File: config.mk
export PLATFORM = sky130hd
export DESIGN_NAME = rpc_trx_scheduler
export DESIGN_NICKNAME = d
export VERILOG_FILES = /design/src/rtl/rpc_trx_scheduler.sv
export SDC_FILE = /design/constraint.sdc
export NUM_CORES = 1
export LEC_CHECK = 0
export ABC_AREA = 1
export BUFFER_PORTS_ARGS = -buffer_cell sky130_fd_sc_hd__buf_4
export CORE_MARGIN = 2
export CORE_UTILIZATION = 30
export DETAILED_ROUTE_END_ITERATION = 8
export PLACE_DENSITY = 0.62
export SYNTH_ARGS = -nofsm -noshare
export SYNTH_HDL_FRONTEND = slang
export SYNTH_SLANG_ARGS = --single-unit
File: constraint.sdc
create_clock -name clk_i -period 9.95 [get_ports clk_i]
set_clock_uncertainty 0.15 [all_clocks]
set_input_delay 1.99 -clock clk_i [delete_from_list [all_inputs] [get_ports clk_i]]
set_output_delay 1.99 -clock clk_i [all_outputs]
set_load 0.005 [all_outputs]
File: src/rtl/rpc_trx_scheduler.sv
// rpc_trx_scheduler: arbitrates write and read requests toward the RPC DRAM
// command path. Response-buffer space (read words, B slots) is reserved as
// credits at grant time, and a bus-turnaround gap separates direction changes.
//
//   state | meaning
//   ------+----------------------------------------------------------
//   IDLE  | no command outstanding; a request may be granted
//   ISSUE | cmd_* presented downstream, held stable until cmd_ready_i
module rpc_trx_scheduler #(
  parameter int BufferDepth  = 4,
  parameter int DramLenWidth = 6,
  parameter int AddrWidth    = 27,
  parameter int TurnCycles   = 2,
  localparam int RBufDepth   = BufferDepth << DramLenWidth,
  localparam int RCredW      = $clog2(RBufDepth) + 1,
  localparam int BCredW      = $clog2(BufferDepth) + 1
) (
  input  logic                    clk_i,
  input  logic                    rst_i,
  input  logic                    wr_valid_i,
  output logic                    wr_ready_o,
  input  logic [AddrWidth-1:0]    wr_addr_i,
  input  logic [DramLenWidth-1:0] wr_len_i,
  input  logic                    rd_valid_i,
  output logic                    rd_ready_o,
  input  logic [AddrWidth-1:0]    rd_addr_i,
  input  logic [DramLenWidth-1:0] rd_len_i,
  output logic                    cmd_valid_o,
  input  logic                    cmd_ready_i,
  output logic                    cmd_is_write_o,
  output logic [AddrWidth-1:0]    cmd_addr_o,
  output logic [DramLenWidth-1:0] cmd_len_o,
  input  logic                    r_pop_i,
  input  logic                    b_pop_i,
  output logic [RCredW-1:0]       r_credit_o,
  output logic [BCredW-1:0]       b_credit_o,
  output logic                    credit_err_o
);

  typedef enum logic {IDLE, ISSUE} state_t;

  state_t                state_q, state_d;
  logic [3:0]            turn_cnt;
  logic                  last_dir_w;   // direction of the last handshake, 1 = write
  logic                  rr_rd_pref;   // 1 = read wins a tie
  logic [DramLenWidth:0] rd_need;
  logic                  wr_elig, rd_elig, grant_wr, grant_rd, handshake;
  logic [RCredW-1:0]     r_credit_q, r_after, r_credit_d;
  logic [BCredW-1:0]     b_credit_q, b_after, b_credit_d;
  logic                  r_ovf, b_ovf;

  // One bit wider than the length field so len+1 never wraps.
  assign rd_need = {1'b0, rd_len_i} + {{DramLenWidth{1'b0}}, 1'b1};

  // Eligibility, round-robin arbitration and next state.
  always_comb begin
    state_d   = state_q;
    wr_elig   = 1'b0;
    rd_elig   = 1'b0;
    grant_wr  = 1'b0;
    grant_rd  = 1'b0;
    handshake = 1'b0;
    case (state_q)
      IDLE: begin
        wr_elig  = wr_valid_i && (b_credit_q != '0) && !((turn_cnt != '0) && !last_dir_w);
        rd_elig  = rd_valid_i && (RCredW'(rd_need) <= r_credit_q) &&
                   !((turn_cnt != '0) && last_dir_w);
        grant_rd = rd_elig && (!wr_elig || rr_rd_pref);
        grant_wr = wr_elig && !grant_rd;
        if (grant_wr || grant_rd) state_d = ISSUE;
      end
      ISSUE: begin
        handshake = cmd_ready_i;
        if (cmd_ready_i) state_d = IDLE;
      end
      default: state_d = IDLE;
    endcase
  end

  // Ready pulses are combinational but suppressed while reset is held.
  assign wr_ready_o  = grant_wr && !rst_i;
  assign rd_ready_o  = grant_rd && !rst_i;
  assign cmd_valid_o = (state_q == ISSUE);

  // Credit arithmetic: reserve first, then the pop, which is dropped at max.
  always_comb begin
    r_after    = r_credit_q - (grant_rd ? RCredW'(rd_need) : '0);
    b_after    = b_credit_q - (grant_wr ? BCredW'(1) : '0);
    r_credit_d = r_after;
    b_credit_d = b_after;
    r_ovf      = 1'b0;
    b_ovf      = 1'b0;
    if (r_pop_i) begin
      if (r_after == RCredW'(RBufDepth)) r_ovf = 1'b1;
      else r_credit_d = r_after + RCredW'(1);
    end
    if (b_pop_i) begin
      if (b_after == BCredW'(BufferDepth)) b_ovf = 1'b1;
      else b_credit_d = b_after + BCredW'(1);
    end
  end

  // FSM state register.
  always_ff @(posedge clk_i or posedge rst_i) begin
    if (rst_i) state_q <= IDLE;
    else       state_q <= state_d;
  end

  // Turnaround counter, last handshake direction and tie-break pointer.
  always_ff @(posedge clk_i or posedge rst_i) begin
    if (rst_i) begin
      turn_cnt   <= '0;
      last_dir_w <= 1'b1;
      rr_rd_pref <= 1'b1;
    end else begin
      if (handshake) begin
        turn_cnt   <= 4'(TurnCycles);
        last_dir_w <= cmd_is_write_o;
      end else if (turn_cnt != '0) begin
        turn_cnt <= turn_cnt - 4'd1;
      end
      if (grant_wr)      rr_rd_pref <= 1'b1;
      else if (grant_rd) rr_rd_pref <= 1'b0;
    end
  end

  // Command register, loaded only at grant so it stays stable through ISSUE.
  always_ff @(posedge clk_i or posedge rst_i) begin
    if (rst_i) begin
      cmd_is_write_o <= 1'b0;
      cmd_addr_o     <= '0;
      cmd_len_o      <= '0;
    end else if (grant_wr || grant_rd) begin
      cmd_is_write_o <= grant_wr;
      cmd_addr_o     <= grant_wr ? wr_addr_i : rd_addr_i;
      cmd_len_o      <= grant_wr ? wr_len_i : rd_len_i;
    end
  end

  // Credit counters and sticky overflow flag.
  always_ff @(posedge clk_i or posedge rst_i) begin
    if (rst_i) begin
      r_credit_q   <= RCredW'(RBufDepth);
      b_credit_q   <= BCredW'(BufferDepth);
      credit_err_o <= 1'b0;
    end else begin
      r_credit_q   <= r_credit_d;
      b_credit_q   <= b_credit_d;
      credit_err_o <= credit_err_o | r_ovf | b_ovf;
    end
  end

  assign r_credit_o = r_credit_q;
  assign b_credit_o = b_credit_q;

endmodule

Yosys cells after proc, flatten, opt, wreduce, memory -nomap -nowiden
Index checks and enable logic that the tools add are counted.
- reductions and logical operators: 23
- mux-type cells: 22
- bitwise gates (word level): 3
- order comparisons: 1
- add/sub/neg operators: 6
- eq/ne operators: 2
- operators by type and width (kind ; number):
    $mux 27 ; 1
    $mux 9 ; 2
    $mux 1 ; 12
    $logic_and 1x1->1 ; 10
    $add 9x1->9 const B ; 1
    $eq 9x9->1 const B ; 1
    $le 7x9->1 ; 1
    $sub 9x7->9 ; 1
    $mux 4 ; 2
    $add 6x1->7 const B ; 1
    $mux 7 ; 1
    $logic_not 1->1 ; 6
    $mux 3 ; 2
    $mux 6 ; 1
    $reduce_bool 2->1 ; 2
    $reduce_bool 4->1 ; 1
    $sub 4x1->4 const B ; 1
    $add 3x1->3 const B ; 1
    $eq 3x3->1 const B ; 1
    $logic_or 1x1->1 ; 3
    $reduce_bool 3->1 ; 1
    $sub 3x1->3 ; 1
    $or 1x1->1 ; 2
    $pmux 1 s2 ; 1
    $not 1->1 ; 1
- flip-flop bits (word level): 54
- logic and storage cells: 67

Depth between registers and ports, before layout
- depth in word-level cells: 16
- mapped depth: 28
- mapped depth without buffers: 28

Worst setup path after synthesis
No wires, ideal clock.
- kind: in2out
- start: input rd_len_i[0]
- end: output wr_ready_o
- data arrival time: 3.645 ns
- data required time: 7.810 ns
- slack: 4.165 ns
- stages on the path: 14
- cells stage by stage: ha_1 > nand3_1 > xor2_1 > inv_1 > ha_1 > nand2_1 > nor2_1 > nand3_1 > nand3_1 > nand2_2 > nand2_4 > nand2_4 > buf_2 > nor2_1
- word-level cells in the longest chain between the ends: 9
- RTL lines (what ; RTL line ; RTL):
    start, declared ; 27 ; input logic [DramLenWidth-1:0] rd_len_i,
    $add 6x1->7 ; 53 ; assign rd_need = {1'b0, rd_len_i} + {{DramLenWidth{1'b0}}, 1'b1};
    $le 7x9->1 ; 66 ; rd_elig = rd_valid_i && (RCredW'(rd_need) <= r_credit_q) &&
    $logic_and 1x1->1 (2 in a row) ; 66 ;
    $logic_and 1x1->1 ; 68 ; grant_rd = rd_elig && (!wr_elig || rr_rd_pref);
    $logic_not 1->1 ; 69 ; grant_wr = wr_elig && !grant_rd;
    $logic_and 1x1->1 ; 69 ;
    $mux 1 ; 63 ; case (state_q)
    $logic_and 1x1->1 ; 81 ; assign wr_ready_o = grant_wr && !rst_i;
    end, declared ; 21 ; output logic wr_ready_o,
No other way between the ends.

Worst setup path after layout
Ends and elaborated chain as after synthesis.

==> impl_metrics.ini <==
[synth]
number_of_instances_in_the_synthesized_netlist = 520
post-synth-top-count-cell = sky130_fd_sc_hd__nand2_1
synth.top_cells.by_area = sky130_fd_sc_hd__dfrtp_1, sky130_fd_sc_hd__nand2_1, sky130_fd_sc_hd__ha_1
yosys.cell_types.count = 32
synth.top_cell.area_share_pct = 33.1
yosysWarnings = 0
share_of_the_synthesized_area_in_compound_gates_ao_oa_aoi_oai_pct = 2.52
postSynthNetCount = 620
combinational_family_with_the_most_area_after_synthesis = simple AND/OR/NAND/NOR gates
synthesis.area_per_instance_um2 = 7.26
synth_xor_area_share_pct = 3.68
netlist_area_um2 = 3770
synth_ff_type = sky130_fd_sc_hd__dfrtp_1
ys_async_sr_fraction_pct = 100
synth-edff-count = 0
yosys.area_share.simple_pct = 37.1
synthMuxAreaShare_pct = 0
synth_adder_area_share_pct = 9.15
synth.top_cells.by_count = sky130_fd_sc_hd__nand2_1, sky130_fd_sc_hd__inv_1, sky130_fd_sc_hd__nand3_1, sky130_fd_sc_hd__dfrtp_1, sky130_fd_sc_hd__nand3b_1
synth-seq-area-share_pct = 35.9
yosys_register_bits = 54
netlist.top_cell.by_area = sky130_fd_sc_hd__dfrtp_1

[sta]
timing.max_slew.rel_slack_pct = 45.9
hold_violation_count_in_the_final_report = 0
slew_viol_final = 0
timing.final.crit_share_pct = 66.0
finalWorstPathRequiredPeriod_ps = 6560
timing_worst_slew_pin_value_ps = 810
fmax_mhz = 152
rsz0062_at_grt = no
setup-tns-final_ps = 0
setup_viol = 0

[global_routing]
wire_length_of_the_first_global_routing_pass_mm = 16.1
grt_antenna_before_repair = 0
grt_pass1_vias = 3366
grt_max_degree = 55
busiest_layer = met2
grt_util_met2_pct = 25.6
gr-total-overflow = 0
met1_routing_resource_usage_after_global_routing_pct = 19.7
grtUsageMet3_pct = 2.49
grt_use_total_pct = 15.0

[route]
drtIter0Drc = 199
detail_route.wirelength_mm = 9.99
wire_per_inst_um = 12.4
drcViolationCount = 0
drt-vias-per-instance = 4.42
final_antenna_net_count = 0
detailroute.via_count = 3551
drt_pre_antenna_iters = 4

[placement]
place_congestion = 0.852
dp_hpwl_mm = 7.68
buffer_ports.inserted = 122
placed_cells_incl_taps = 796

[clock_network]
cts_buffers = 5
cts-resized-gates = 0
ctsHtreeMaxLevel = 2
root_buffer = sky130_fd_sc_hd__clkbuf_16
clk_pin_slew_worst_paths_ps = 60
tritoncts = built
total_setup_buffers_inserted_after_cts = 0
clkLatencyLatePin_ps = 300
clock-sinks = 54
cts_hold_buffers = 0
clock_tree.buffer_depth = 2

[worst_setup_path]
crit_slowest_cell = sky130_fd_sc_hd__nand2_4
cpMostUsedCell = sky130_fd_sc_hd__nand3_1
critPathTopFamily = simple AND/OR/NAND/NOR gates
cp_cell_sequence = buf_4, ha_1, nand3_1, xor2_1, inv_1, ha_1, nand2_1, nor2_1, nand3_1, nand3_1, nand2_2, nand2_4, nand2_4, nor2_1, buf_4
crit_path_max_fanout = 36
criticalPathCategory = in -> out
endpoint_type_of_the_worst_setup_path = output port
worst_path_largest_cell_delay_ps = 330
worst-r2r-setup-slack_ps = 6300
worst-path-buf-inv = 3
start_kind = primary input
critical_path_required_ps = 7810
timing.critical_path.arrival_ps = 4420

[die]
top_level_ports = 123
start_util_pct = 31.0
chipHeight_um = 116
die_w_um = 116
die_area_um2 = 13500
core-area_um2 = 12200
core.rowCount = 40

[layout]
finalNetCount = 735
areaGrowthSynthToFinish_pct = 32.6
finish.utilization_pct = 41.2
drive_gt1_share_pct = 23.3
antennaDiodeCount = 0
instances_no_fill = 804

[pwr]
static-leakage-power_nw = 2.85
peakVddDrop_uv = 98.5
power_per_cell_area_nw_per_um2 = 309

[outcome]
result_of_the_run = completed

[worst_hold_path]
hold_path.class = reg -> reg

[job]
number_of_max_cap_violations = 0
kinds of logic (layout without fill, tap and decap cells):
logic type / after synthesis / after routing
AND/OR/NAND/NOR: 303 / 303
buffers and inverters: 104 / 220
flip-flops: 54 / 54
adder cells (fa/ha/maj): 27 / 27
AO/OA/AOI/OAI: 17 / 17
XOR/XNOR: 15 / 15
metal layers:
metal / up-vias / wire length, µm
met2: 84 / 4860
met5: - / 0
met4: 0 / 121
met1: 1616 / 4450
li1: 1840 / -
met3: 11 / 559
flip-flops by register name, summed over array words and instances (netlist names), 3 cells and up:
register    flops
b_credit_o      3
cmd_addr_o     27
cmd_len_o       6
r_credit_o      9
turn_cnt        4
path summary, 6_finish.rpt:
path,startpoint,end,depth (start not counted)
max,rd_len_i[0],wr_ready_o,15
min,cmd_addr_o[0],cmd_addr_o[0],2
max reg2reg,r_credit_o[2],r_credit_o[8],22
min reg2reg,cmd_addr_o[0],cmd_addr_o[0],2
max in group asynchronous,rst_i,cmd_len_o[4],3
min in group asynchronous,rst_i,cmd_addr_o[10],3
per-stage QoR:
stage / hold WS, ps / power, W / worst slack (ps) / area (µm²)
floorplan: 322 / 0.00103 / 4160 / 3770
global placement: 319 / 0.00131 / 3410 / 4810
detailed placement: 316 / 0.00133 / 3340 / 4810
CTS: 334 / 0.00157 / 3340 / 5010
global route: 351 / 0.00171 / 3080 / 5010
finish: 329 / 0.00155 / 3390 / 5010
layout make-up:
cell class | instances | area, µm²
Sequential cell | 54 | 1360
Fill cell | 1263 | 7160
Timing Repair Buffer | 123 | 923
Tap cell | 168 | 210
Clock inverter | 2 | 60.1
Multi-Input combinational cell | 362 | 1980
Inverter | 89 | 337
Clock buffer | 6 | 139
cell usage in the layout, fill, tap and decap left out:
cell                          n
sky130_fd_sc_hd__inv_4        1
sky130_fd_sc_hd__or2_1        2
sky130_fd_sc_hd__a21oi_1      5
sky130_fd_sc_hd__ha_1        26
sky130_fd_sc_hd__nand2_1    175
sky130_fd_sc_hd__clkbuf_8     1
sky130_fd_sc_hd__bufinv_16    2
sky130_fd_sc_hd__xor2_1       9
sky130_fd_sc_hd__o21ai_0      7
sky130_fd_sc_hd__o21ai_1      1
sky130_fd_sc_hd__a31o_2       1
sky130_fd_sc_hd__and2_1       1
sky130_fd_sc_hd__clkbuf_16    5
sky130_fd_sc_hd__inv_1       85
sky130_fd_sc_hd__a21boi_1     1
sky130_fd_sc_hd__nand2_2      2
sky130_fd_sc_hd__nand3b_1    34
sky130_fd_sc_hd__nor2_1      19
sky130_fd_sc_hd__nand3_1     54
sky130_fd_sc_hd__xnor2_1      5
sky130_fd_sc_hd__nor3_1       6
sky130_fd_sc_hd__nand4_1      5
sky130_fd_sc_hd__dfrtp_1     50
sky130_fd_sc_hd__nand3_2      1
sky130_fd_sc_hd__fa_1         1
sky130_fd_sc_hd__a31oi_1      1
sky130_fd_sc_hd__o21bai_1     1
sky130_fd_sc_hd__xnor2_2      1
sky130_fd_sc_hd__buf_4      123
sky130_fd_sc_hd__inv_2        3
sky130_fd_sc_hd__nand2_4      3
sky130_fd_sc_hd__dfstp_2      4
sky130_fd_sc_hd__nor2_4       1
where the power goes:
group | switching [W] | internal (W) | leakage (nW)
clock network | 0.0000821 | 0.000151 | 0.0971
registers | 0.0000764 | 0.000339 | 0.652
logic | 0.000522 | 0.000376 | 2.10
worst register-to-register path: stages (launching register included):
cell                      delay [ps]
sky130_fd_sc_hd__dfrtp_1         440
sky130_fd_sc_hd__inv_1            70
sky130_fd_sc_hd__ha_1            320
sky130_fd_sc_hd__nand2_1          70
sky130_fd_sc_hd__nand2_1          50
sky130_fd_sc_hd__nand2_1          50
sky130_fd_sc_hd__nand2_1          50
sky130_fd_sc_hd__nand2_1          50
sky130_fd_sc_hd__nand3_1          70
sky130_fd_sc_hd__nand2_2         110
sky130_fd_sc_hd__nand3_2         170
sky130_fd_sc_hd__inv_1           220
sky130_fd_sc_hd__nand2_1         120
sky130_fd_sc_hd__inv_1            90
sky130_fd_sc_hd__fa_1            450
sky130_fd_sc_hd__inv_1           120
sky130_fd_sc_hd__ha_1            190
sky130_fd_sc_hd__nand3_1          80
sky130_fd_sc_hd__or2_1           260
sky130_fd_sc_hd__nor2_1          220
sky130_fd_sc_hd__nand3_1         110
sky130_fd_sc_hd__nand2_1          80
sky130_fd_sc_hd__inv_1            40
Note: power is estimated with default switching activity, not from simulation.
